`config.mk`:
```
export PLATFORM = sky130hd
export DESIGN_NAME = f8_bus_arbiter_flat
export DESIGN_NICKNAME = d
export VERILOG_FILES = /design/src/rtl/f8_bus_arbiter_pkg.sv /design/src/rtl/f8_bus_arbiter_if.sv /design/src/rtl/f8_bus_arbiter_rr_pick2.sv /design/src/rtl/f8_bus_arbiter.sv /design/src/flat_wrapper.sv
export SDC_FILE = /design/constraint.sdc
export NUM_CORES = 1
export LEC_CHECK = 0
export CORE_ASPECT_RATIO = 1.2
export CORE_MARGIN = 2
export CORE_UTILIZATION = 29
export CTS_CLUSTER_SIZE = 14
export DETAILED_ROUTE_END_ITERATION = 10
export PLACE_DENSITY = 0.95
export SYNTH_ARGS = -nofsm -noshare
export SYNTH_HDL_FRONTEND = slang
export SYNTH_SLANG_ARGS = --single-unit
```
`constraint.sdc`:
```
create_clock -name clk -period 3.75 [get_ports clk]
set_input_delay 0.75 -clock clk [delete_from_list [all_inputs] [get_ports clk]]
set_output_delay 0.75 -clock clk [all_outputs]
set_load 0.005 [all_outputs]
```
`src/rtl/f8_bus_arbiter_pkg.sv`:
```
// Shared types and default widths for the f8 RAM arbiter.
// Master ids double as the round-robin "last" value.
package f8_arb_pkg;

    typedef logic [0:0] master_id_t;

    localparam master_id_t M_CPU = 1'b0;
    localparam master_id_t M_DMA = 1'b1;

    localparam int unsigned ADDR_W = 16;
    localparam int unsigned DATA_W = 8;

endpackage

```
`src/rtl/f8_bus_arbiter_if.sv`:
```
// Bundle of both master handshakes and the RAM port seen by the arbiter.
// The slave modport is the arbiter's view; master is the surrounding system's.
interface f8_bus_arbiter_if #(
    parameter int unsigned ADDR_W = f8_arb_pkg::ADDR_W,
    parameter int unsigned DATA_W = f8_arb_pkg::DATA_W
);
    logic              m0_req;
    logic              m1_req;
    logic              m0_we;
    logic              m1_we;
    logic [ADDR_W-1:0] m0_addr;
    logic [ADDR_W-1:0] m1_addr;
    logic [DATA_W-1:0] m0_wdata;
    logic [DATA_W-1:0] m1_wdata;
    logic              m0_ack;
    logic              m1_ack;
    logic              m0_err;
    logic              m1_err;
    logic [DATA_W-1:0] m0_rdata;
    logic [DATA_W-1:0] m1_rdata;
    logic              mem_en;
    logic              mem_we;
    logic [ADDR_W-1:0] mem_addr;
    logic [DATA_W-1:0] mem_wdata;
    logic [DATA_W-1:0] mem_rdata;

    modport slave (
        input  m0_req, m1_req, m0_we, m1_we, m0_addr, m1_addr, m0_wdata, m1_wdata,
        input  mem_rdata,
        output m0_ack, m1_ack, m0_err, m1_err, m0_rdata, m1_rdata,
        output mem_en, mem_we, mem_addr, mem_wdata
    );

    modport master (
        output m0_req, m1_req, m0_we, m1_we, m0_addr, m1_addr, m0_wdata, m1_wdata,
        output mem_rdata,
        input  m0_ack, m1_ack, m0_err, m1_err, m0_rdata, m1_rdata,
        input  mem_en, mem_we, mem_addr, mem_wdata
    );

endinterface

```
`src/rtl/f8_bus_arbiter_rr_pick2.sv`:
```
// Combinational two-way round-robin picker: on a tie the requester that was
// not granted most recently wins.
module rr_pick2
    import f8_arb_pkg::*;
(
    input  logic [1:0] i_elig,
    input  master_id_t i_last,
    output logic       o_grant_valid,
    output master_id_t o_grant_id
);

    always_comb begin
        o_grant_valid = |i_elig;
        o_grant_id    = M_CPU;
        case (i_elig)
            2'b01:   o_grant_id = M_CPU;
            2'b10:   o_grant_id = M_DMA;
            2'b11:   o_grant_id = ~i_last;
            default: o_grant_id = M_CPU;
        endcase
    end

endmodule

```
`src/rtl/f8_bus_arbiter.sv`:
```
// Shares the single-port f8 RAM between the CPU (master 0) and the DMA/debug
// loader (master 1); one access per cycle, acks registered one cycle later.
module f8_bus_arbiter
    import f8_arb_pkg::*;
#(
    parameter int unsigned ADDR_W   = f8_arb_pkg::ADDR_W,
    parameter int unsigned DATA_W   = f8_arb_pkg::DATA_W,
    parameter int unsigned MEM_SIZE = 2048
) (
    input  logic             clk,
    input  logic             reset,
    f8_bus_arbiter_if.slave  bus
);

    localparam logic [ADDR_W:0] MEM_LIMIT = MEM_SIZE[ADDR_W:0];

    logic [1:0]        w_elig;
    logic              w_gvalid;
    master_id_t        w_gid;
    logic              w_we;
    logic [ADDR_W-1:0] w_addr;
    logic [DATA_W-1:0] w_wdata;
    logic              w_oor;
    logic              w_mem_go;
    logic              w_ack0;
    logic              w_ack1;
    logic              w_rd_ok;

    master_id_t        r_last;
    logic              r_pend;
    master_id_t        r_pend_id;
    logic              r_pend_err;
    logic              r_pend_rd;

    // A master whose access was issued last cycle waits out its ack.
    assign w_elig[0] = bus.m0_req & ~(r_pend & (r_pend_id == M_CPU));
    assign w_elig[1] = bus.m1_req & ~(r_pend & (r_pend_id == M_DMA));

    rr_pick2 u_pick (
        .i_elig        (w_elig),
        .i_last        (r_last),
        .o_grant_valid (w_gvalid),
        .o_grant_id    (w_gid)
    );

    always_comb begin
        w_we    = bus.m0_we;
        w_addr  = bus.m0_addr;
        w_wdata = bus.m0_wdata;
        if (w_gid == M_DMA) begin
            w_we    = bus.m1_we;
            w_addr  = bus.m1_addr;
            w_wdata = bus.m1_wdata;
        end
    end

    assign w_oor    = {1'b0, w_addr} >= MEM_LIMIT;
    // Reset gating keeps a write presented during reset off the RAM.
    assign w_mem_go = w_gvalid & ~w_oor & ~reset;

    always_comb begin
        bus.mem_en    = w_mem_go;
        bus.mem_we    = w_mem_go & w_we;
        bus.mem_addr  = w_mem_go ? w_addr : '0;
        bus.mem_wdata = w_mem_go ? w_wdata : '0;
    end

    always_ff @(posedge clk) begin
        if (reset) begin
            r_last     <= M_DMA;
            r_pend     <= 1'b0;
            r_pend_id  <= M_CPU;
            r_pend_err <= 1'b0;
            r_pend_rd  <= 1'b0;
        end else begin
            r_pend <= w_gvalid;
            if (w_gvalid) begin
                r_last     <= w_gid;
                r_pend_id  <= w_gid;
                r_pend_err <= w_oor;
                r_pend_rd  <= ~w_we;
            end
        end
    end

    // Pending ack is dropped while reset is high so none escapes the reset cycle.
    assign w_ack0  = r_pend & ~reset & (r_pend_id == M_CPU);
    assign w_ack1  = r_pend & ~reset & (r_pend_id == M_DMA);
    assign w_rd_ok = r_pend_rd & ~r_pend_err;

    always_comb begin
        bus.m0_ack   = w_ack0;
        bus.m1_ack   = w_ack1;
        bus.m0_err   = w_ack0 & r_pend_err;
        bus.m1_err   = w_ack1 & r_pend_err;
        bus.m0_rdata = (w_ack0 & w_rd_ok) ? bus.mem_rdata : '0;
        bus.m1_rdata = (w_ack1 & w_rd_ok) ? bus.mem_rdata : '0;
    end

endmodule

```
`src/flat_wrapper.sv`:
```
// flat-port wrapper written by rule: the top's interface ports become plain ports
module f8_bus_arbiter_flat import f8_arb_pkg::*;
#(
    parameter int unsigned ADDR_W   = f8_arb_pkg::ADDR_W,
    parameter int unsigned DATA_W   = f8_arb_pkg::DATA_W,
    parameter int unsigned MEM_SIZE = 2048
)
  (clk, reset, bus_m0_req, bus_m1_req, bus_m0_we, bus_m1_we, bus_m0_addr, bus_m1_addr, bus_m0_wdata, bus_m1_wdata, bus_mem_rdata, bus_m0_ack, bus_m1_ack, bus_m0_err, bus_m1_err, bus_m0_rdata, bus_m1_rdata, bus_mem_en, bus_mem_we, bus_mem_addr, bus_mem_wdata);
  f8_bus_arbiter_if #(.ADDR_W(ADDR_W), .DATA_W(DATA_W)) bus_i ();
  input  logic clk;
  input  logic reset;
  input wire logic [$bits(bus_i.m0_req)-1:0] bus_m0_req;
  input wire logic [$bits(bus_i.m1_req)-1:0] bus_m1_req;
  input wire logic [$bits(bus_i.m0_we)-1:0] bus_m0_we;
  input wire logic [$bits(bus_i.m1_we)-1:0] bus_m1_we;
  input wire logic [$bits(bus_i.m0_addr)-1:0] bus_m0_addr;
  input wire logic [$bits(bus_i.m1_addr)-1:0] bus_m1_addr;
  input wire logic [$bits(bus_i.m0_wdata)-1:0] bus_m0_wdata;
  input wire logic [$bits(bus_i.m1_wdata)-1:0] bus_m1_wdata;
  input wire logic [$bits(bus_i.mem_rdata)-1:0] bus_mem_rdata;
  output wire logic [$bits(bus_i.m0_ack)-1:0] bus_m0_ack;
  output wire logic [$bits(bus_i.m1_ack)-1:0] bus_m1_ack;
  output wire logic [$bits(bus_i.m0_err)-1:0] bus_m0_err;
  output wire logic [$bits(bus_i.m1_err)-1:0] bus_m1_err;
  output wire logic [$bits(bus_i.m0_rdata)-1:0] bus_m0_rdata;
  output wire logic [$bits(bus_i.m1_rdata)-1:0] bus_m1_rdata;
  output wire logic [$bits(bus_i.mem_en)-1:0] bus_mem_en;
  output wire logic [$bits(bus_i.mem_we)-1:0] bus_mem_we;
  output wire logic [$bits(bus_i.mem_addr)-1:0] bus_mem_addr;
  output wire logic [$bits(bus_i.mem_wdata)-1:0] bus_mem_wdata;
  assign bus_i.m0_req = bus_m0_req;
  assign bus_i.m1_req = bus_m1_req;
  assign bus_i.m0_we = bus_m0_we;
  assign bus_i.m1_we = bus_m1_we;
  assign bus_i.m0_addr = bus_m0_addr;
  assign bus_i.m1_addr = bus_m1_addr;
  assign bus_i.m0_wdata = bus_m0_wdata;
  assign bus_i.m1_wdata = bus_m1_wdata;
  assign bus_i.mem_rdata = bus_mem_rdata;
  assign bus_m0_ack = bus_i.m0_ack;
  assign bus_m1_ack = bus_i.m1_ack;
  assign bus_m0_err = bus_i.m0_err;
  assign bus_m1_err = bus_i.m1_err;
  assign bus_m0_rdata = bus_i.m0_rdata;
  assign bus_m1_rdata = bus_i.m1_rdata;
  assign bus_mem_en = bus_i.mem_en;
  assign bus_mem_we = bus_i.mem_we;
  assign bus_mem_addr = bus_i.mem_addr;
  assign bus_mem_wdata = bus_i.mem_wdata;
  f8_bus_arbiter #(.ADDR_W(ADDR_W), .DATA_W(DATA_W), .MEM_SIZE(MEM_SIZE)) u_core (.clk(clk), .reset(reset), .bus(bus_i));
endmodule
```
==> impl_metrics.py, run 1 <==
metrics = {
    "yosys": {
        "synth_warnings": 0,
        "post_synth.cell_area_avg_um2": 7.946,
        "synthArstFlopShare": 0,
        "ys_top_cells_by_area": "a32oi_1 (19%), nor2_2 (15%), and2_1 (13%)",
        "syn_inst": 114,
        "synth_top_cells_by_count": "nor2_2 (21), a32oi_1 (20), and2_1 (19), buf_4 (8)",
        "ys_seq_area_frac": 0.1105,
        "netlist.area_leader.share": 0.1934,
        "synth_top_area_cell": "a32oi_1",
        "yosysMostFrequentCell": "nor2_2",
        "synth-edff-count": 0,
        "ys_ff_latch": 5,
        "syn-cell-area_um2": 905.9,
        "synth_cell_types": 31,
        "synth_ff_type": "dfxtp_1",
    },
    "critical_path": {
        "worstSetupEndpoint": "bus_mem_addr[7]",
        "startpoint": "bus_m0_addr[14]",
        "cp_data_required_time_ns": 3.00,
        "path_class": "input port to primary output",
        "crit_fanout": 4,
        "r2r-start": "u_core.r_pend$_SDFF_PP0_",
        "r2r_setup_slack_ns": 2.19,
        "r2r_cells": 5,
        "r2r-end": "u_core.r_pend_rd$_SDFFE_PP0N_",
        "cp-start-kind": "input port",
        "worstPathArrival_ns": 2.85,
        "critPathCaptureType": "primary output",
    },
    "global_routing": {
        "grt-ovfl-total": 0,
        "grt_pass1_vias": 1100,
        "grt_pass1_wl_um": 5030,
        "antenna_found_initial": 0,
        "grtUsageTotal": 0.1833,
        "grt_max_degree": 17,
    },
    "pwr": {
        "p_clk_frac": 0.251,
        "switching_power_w": 0.00007174,
        "cellLeakagePower_nw": 0.6844,
        "ir_drop_v": 0.0001502,
        "pwr-share-comb": 0.492,
        "p_seq_frac": 0.257,
        "cellPowerDensity_mw_per_mm2": 129.0,
        "p_sw_frac": 0.2857,
        "p_total_w": 0.0002511,
        "intPower_w": 0.0001793,
    },
    "floorplan": {
        "io_pins": 108,
        "initial_core_util": 0.2992,
        "die_w_um": 55.02,
        "fp.dieH_um": 65.23,
        "dieArea_mm2": 0.003589,
        "core_mm2": 0.003028,
        "placementRows": 22,
    },
    "sta": {
        "fin_crit_ns": 3.596,
        "fmax_mhz": 278.1,
        "whs_ns": 0.5980,
        "final_hold_viol_count": 0,
        "fin_crit_sh": 0.9589,
        "rsz0062_at_grt": "no",
        "tns_ns": 0,
        "drv_slew": 0,
        "setup_viol": 0,
        "skew_ns": 0.00007969,
    },
    "place": {
        "dp.cells": 250,
        "hpwlAfterDp_um": 2884,
        "port_buffers": 102,
        "gp_congestion": 0.7848,
    },
    "clocking": {
        "postCtsSetupBuffers": 0,
        "htreeDepth": 1,
        "clockBufferDepth": 2,
        "clk_pin_slew_worst_paths_ns": 0.05,
        "clk_latency_ns": 0.24,
        "clock_sinks": 5,
        "numCtsBuffers": 3,
        "postCtsHoldBufs": 0,
        "cts_tree": "built",
        "clock-root-buffer": "clkbuf_4",
    },
    "hold_path": {
        "hp-class": "flop to flop",
    },
    "drt": {
        "drt_iter0_drc": 20,
        "vias_per_cell": 4.850,
        "ant_nets": 0,
        "routed_wirelength_um": 3371,
        "avgRoutedWirePerCell_um": 13.27,
        "vias": 1232,
        "route.detailed.drc": 0,
        "first_pass_iters": 4,
    },
    "final_layout": {
        "fin_cells": 254,
        "antenna_cells": 0,
        "area_delta_synth_final_pct": 114.9,
        "drive_above_1_share": 0.1927,
        "n_fill_cell": 269,
        "final_nets": 281,
        "final_util": 0.6430,
    },
    "job": {
        "drv_cap": 0,
    },
    "outcome": {
        "status": "completed",
    },
}
-- critical path, cell delays in order --
cell	delay, ns
clkdlybuf4s50_1	0.42
or4_4	0.55
a211oi_4	0.27
buf_4	0.19
a32oi_1	0.06
nor2_2	0.10
clkdlybuf4s50_1	0.50
-- per-layer routing --
layer	vias up	part of all wire	GRT usage	wire length, um
li1	612	-	-	-
met1	570	0.34	0.1956	1160
met2	46	0.56	0.3467	1876
met3	4	0.088	0.03636	295
met4	0	0.012	0.04878	40
met5	-	0	0	0
-- final cells by class --
type                    instances  area, um2  area share
flip-flops and latches          5      100.1     0.05141
repair buffers                112       1109      0.5694
well taps                      36      45.04     0.02314
clock buffers                   4      26.28     0.01350
inverters                       2      7.507    0.003856
multi-input cells              95      659.4      0.3387
-- worst min path at each step --
stage,cells after the start,from,slack [ns],to
6_report,3,u_core.r_pend_rd$_SDFFE_PP0N_,0.60,u_core.r_pend_rd$_SDFFE_PP0N_
5_1_grt,3,u_core.r_pend_rd$_SDFFE_PP0N_,0.65,u_core.r_pend_rd$_SDFFE_PP0N_
4_1_cts,3,u_core.r_pend_rd$_SDFFE_PP0N_,0.60,u_core.r_pend_rd$_SDFFE_PP0N_
3_5_place_dp,3,u_core.r_pend_rd$_SDFFE_PP0N_,0.59,u_core.r_pend_rd$_SDFFE_PP0N_
3_3_place_gp,3,u_core.r_pend_rd$_SDFFE_PP0N_,0.57,u_core.r_pend_rd$_SDFFE_PP0N_
2_1_floorplan,3,u_core.r_pend_rd$_SDFFE_PP0N_,0.55,u_core.r_pend_rd$_SDFFE_PP0N_
-- power groups by stage --
stage | Combinational (W) | Sequential [W] | Clock, W
after global placement | 0.000122 | 0.0000650 | 0
after detailed placement | 0.000123 | 0.0000655 | 0
final | 0.000124 | 0.0000646 | 0.0000630
after CTS | 0.000124 | 0.0000645 | 0.0000658
after floorplan | 0.0000529 | 0.0000623 | 0
after global routing | 0.000133 | 0.0000657 | 0.0000725
-- sequential cells by signal, summed over array words and instances, names as in the netlist --
register	flops
u_core.r_last	1
u_core.r_pend	1
u_core.r_pend_err	1
u_core.r_pend_id	1
u_core.r_pend_rd	1
-- cells by family after synthesis --
group           count (synthesis)  synth area share
mux                             2           0.02486
flops                           5            0.1105
compound gates                 31            0.2804
other cells                     1          0.004140
buf+inv                        18            0.1782
simple gates                   57            0.4019
-- stage by stage --
| stage | setup WS (ns) | cell area (um2) |
|---|---|---|
| 5_1_grt | 0.04728 | 1947 |
| 3_5_place_dp | 0.09040 | 1921 |
| 3_3_place_gp | 0.1347 | 1921 |
| 6_report | 0.1543 | 1947 |
| 4_1_cts | 0.08280 | 1947 |
| 2_1_floorplan | 1.129 | 920.9 |
-- what timing repair did --
action	in CTS	in global routing
setup endpoints to repair	0	2
hold endpoints to repair	0	0
resized for setup	0	0
-- placed cells by master, fill, tap and decap left out, types with 2 or more instances in the layout --
cell type        synthesis  layout
clkdlybuf4s50_1          0     102
nor2_2                  21      21
a32oi_1                 20      20
and2_1                  19      19
buf_4                    8       9
nor2b_1                  5       5
conb_1                   1       5
dfxtp_1                  5       5
a21oi_1                  3       3
o21ai_0                  3       3
clkbuf_4                 0       3
inv_2                    2       2
and3_1                   2       2
o21ai_1                  2       2
(Power assumes the default switching activity.)
==> run 2, diff against run 1 <==
MAX_ROUTING_LAYER = met4   (was default)
==> run 2 against run 1 <==
Via count fell by 0.24%. Clock skew did not move. Largest cell class unchanged. Routed wire length rose by 0.12%. Sequential share of layout area did not move. Die area did not move. Largest power group unchanged. Clock power barely moved. Setup slack barely moved. Sequential power barely moved. Critical path depth did not move. Global-route usage rose by 0.50 points. Maximum frequency barely moved. Hold slack did not move.
==> impl_metrics.py, run 2 (synthesized netlist as in run 1, its figures left out) <==
metrics = {
    "critical_path": {
        "crit_fanout": 4,
        "crit_chain": "clkdlybuf4s50_1 > or4_4 > a211oi_4 > buf_4 > a32oi_1 > nor2_2 > clkdlybuf4s50_1",
        "worstPathArrival_ns": 2.85,
        "cpPeakStageDelay_ns": 0.55,
        "path_class": "input port to primary output",
        "cp-start-kind": "input port",
        "crit_slowest_cell": "or4_4",
        "worstPathBufferInverterCount": 3,
        "cpLargestDelayFamily": "buffers and inverters",
        "cpMostUsedCell": "clkdlybuf4s50_1",
        "critPathCaptureType": "primary output",
        "cp_data_required_time_ns": 3.00,
    },
    "drt": {
        "routed_wirelength_um": 3375,
        "drt_iter0_drc": 20,
        "vias": 1229,
        "met2WireLength_um": 1869,
        "ant_nets": 0,
        "vias_per_cell": 4.839,
        "first_pass_iters": 4,
        "route.detailed.drc": 0,
        "topRoutingLayerUsed": "met4",
        "route.met3.wl_um": 287,
        "avgRoutedWirePerCell_um": 13.29,
        "wl_met1_um": 1178,
    },
    "outcome": {
        "status": "completed",
    },
    "sta": {
        "final_hold_viol_count": 0,
        "drv_slew": 0,
        "setup_viol": 0,
        "fin_crit_ns": 3.596,
        "tns_ns": 0,
        "fin_crit_sh": 0.9589,
        "skew_ns": 0.00007969,
        "whs_ns": 0.5980,
        "rsz0062_at_grt": "no",
        "fmax_mhz": 278.1,
        "finalWorstSetupSlack_ns": 0.1542,
    },
    "job": {
        "drv_cap": 0,
    },
    "final_layout": {
        "final_nets": 281,
        "antenna_cells": 0,
        "area_delta_synth_final_pct": 114.9,
        "final_cell_mix": "clkdlybuf4s50_1 (102), nor2_2 (21), a32oi_1 (20)",
        "final_util": 0.6430,
        "fin_area_mm2": 0.001947,
        "final_common_cell": "clkdlybuf4s50_1",
        "multi_input_area_um2": 659.4,
        "drive_above_1_share": 0.1927,
        "n_fill_cell": 269,
        "ff_latch_area_um2": 100.1,
    },
    "clocking": {
        "htreeDepth": 1,
        "post_cts_resized": 0,
        "clockBufferDepth": 2,
        "postCtsSetupBuffers": 0,
        "clock-root-buffer": "clkbuf_4",
        "numCtsBuffers": 3,
        "cts_tree": "built",
        "clk_pin_slew_worst_paths_ns": 0.05,
        "clock_sinks": 5,
        "clk_latency_ns": 0.24,
    },
    "global_routing": {
        "grt_max_degree": 17,
        "antenna_found_initial": 0,
        "grt_pass1_wl_um": 5037,
        "grt-ovfl-total": 0,
        "grtUsageTotal": 0.1883,
        "grt_pass1_vias": 1099,
    },
    "place": {
        "placedInstanceArea_mm2": 0.001921,
        "pre_cts_ws_ns": 0.09040,
        "gp_congestion": 0.7957,
        "hpwlAfterDp_um": 2884,
        "port_buffers": 102,
    },
    "floorplan": {
        "dieArea_mm2": 0.003589,
        "die_w_um": 55.02,
        "fp.dieH_um": 65.23,
        "core_mm2": 0.003028,
        "placementRows": 22,
        "initial_core_util": 0.2992,
        "io_pins": 108,
    },
    "hold_path": {
        "hp-class": "flop to flop",
    },
    "pwr": {
        "cellPowerDensity_mw_per_mm2": 129.0,
        "cellLeakagePower_nw": 0.6844,
        "ir_drop_v": 0.0001502,
    },
}
[run 2: cell counts in the layout (fill, tap and decap cells not counted)]
No cell type changed its count.
[run 2: worst paths after layout]
path | from | slack [ns] | endpoint | cells past startpoint
max | bus_m0_addr[14] | 0.15 | bus_mem_addr[7] | 7
min | u_core.r_pend_rd$_SDFFE_PP0N_ | 0.60 | u_core.r_pend_rd$_SDFFE_PP0N_ | 3
max reg2reg | u_core.r_pend$_SDFF_PP0_ | 2.19 | u_core.r_pend_rd$_SDFFE_PP0N_ | 5
min reg2reg | u_core.r_pend_rd$_SDFFE_PP0N_ | 0.60 | u_core.r_pend_rd$_SDFFE_PP0N_ | 3
[run 2: worst register-to-register path, delay by kind of cell, from the launching register on]
family | cells | cell delay, ns
simple gates | 2 | 0.40
buf+inv | 1 | 0.20
mux | 1 | 0.35
compound gates | 1 | 0.12
flops | 1 | 0.41
[run 2: final cells by class]
type | instances | area share
clock buffer | 4 | 0.01350
inverter | 2 | 0.003856
multi-input combinational | 95 | 0.3387
sequential | 5 | 0.05141
tap | 36 | 0.02314
timing repair buffer | 112 | 0.5694
[run 2: layer usage]
| metal | track usage | up-vias |
|---|---|---|
| li1 | - | 612 |
| met1 | 0.1969 | 569 |
| met2 | 0.3482 | 44 |
| met3 | 0.03409 | 4 |
| met4 | 0.04878 | 0 |
| met5 | - | - |
[run 2: power by group]
part	switching (W)	internal, W
clock network	0.0000227	0.0000403
logic	0.0000429	0.0000807
registers	0.00000619	0.0000584
total	0.0000718	0.000179
[run 2: through the flow]
stage	power, W	std cells
CTS	0.0002541	254
floorplan	0.0001153	118
detailed placement	0.0001889	250
global route	0.0002708	254
finish	0.0002511	254
global placement	0.0001866	250
[run 2: what timing repair did]
action,CTS,global route
hold buffers,0,0
setup endpoints to repair,0,2
hold endpoints to repair,0,0
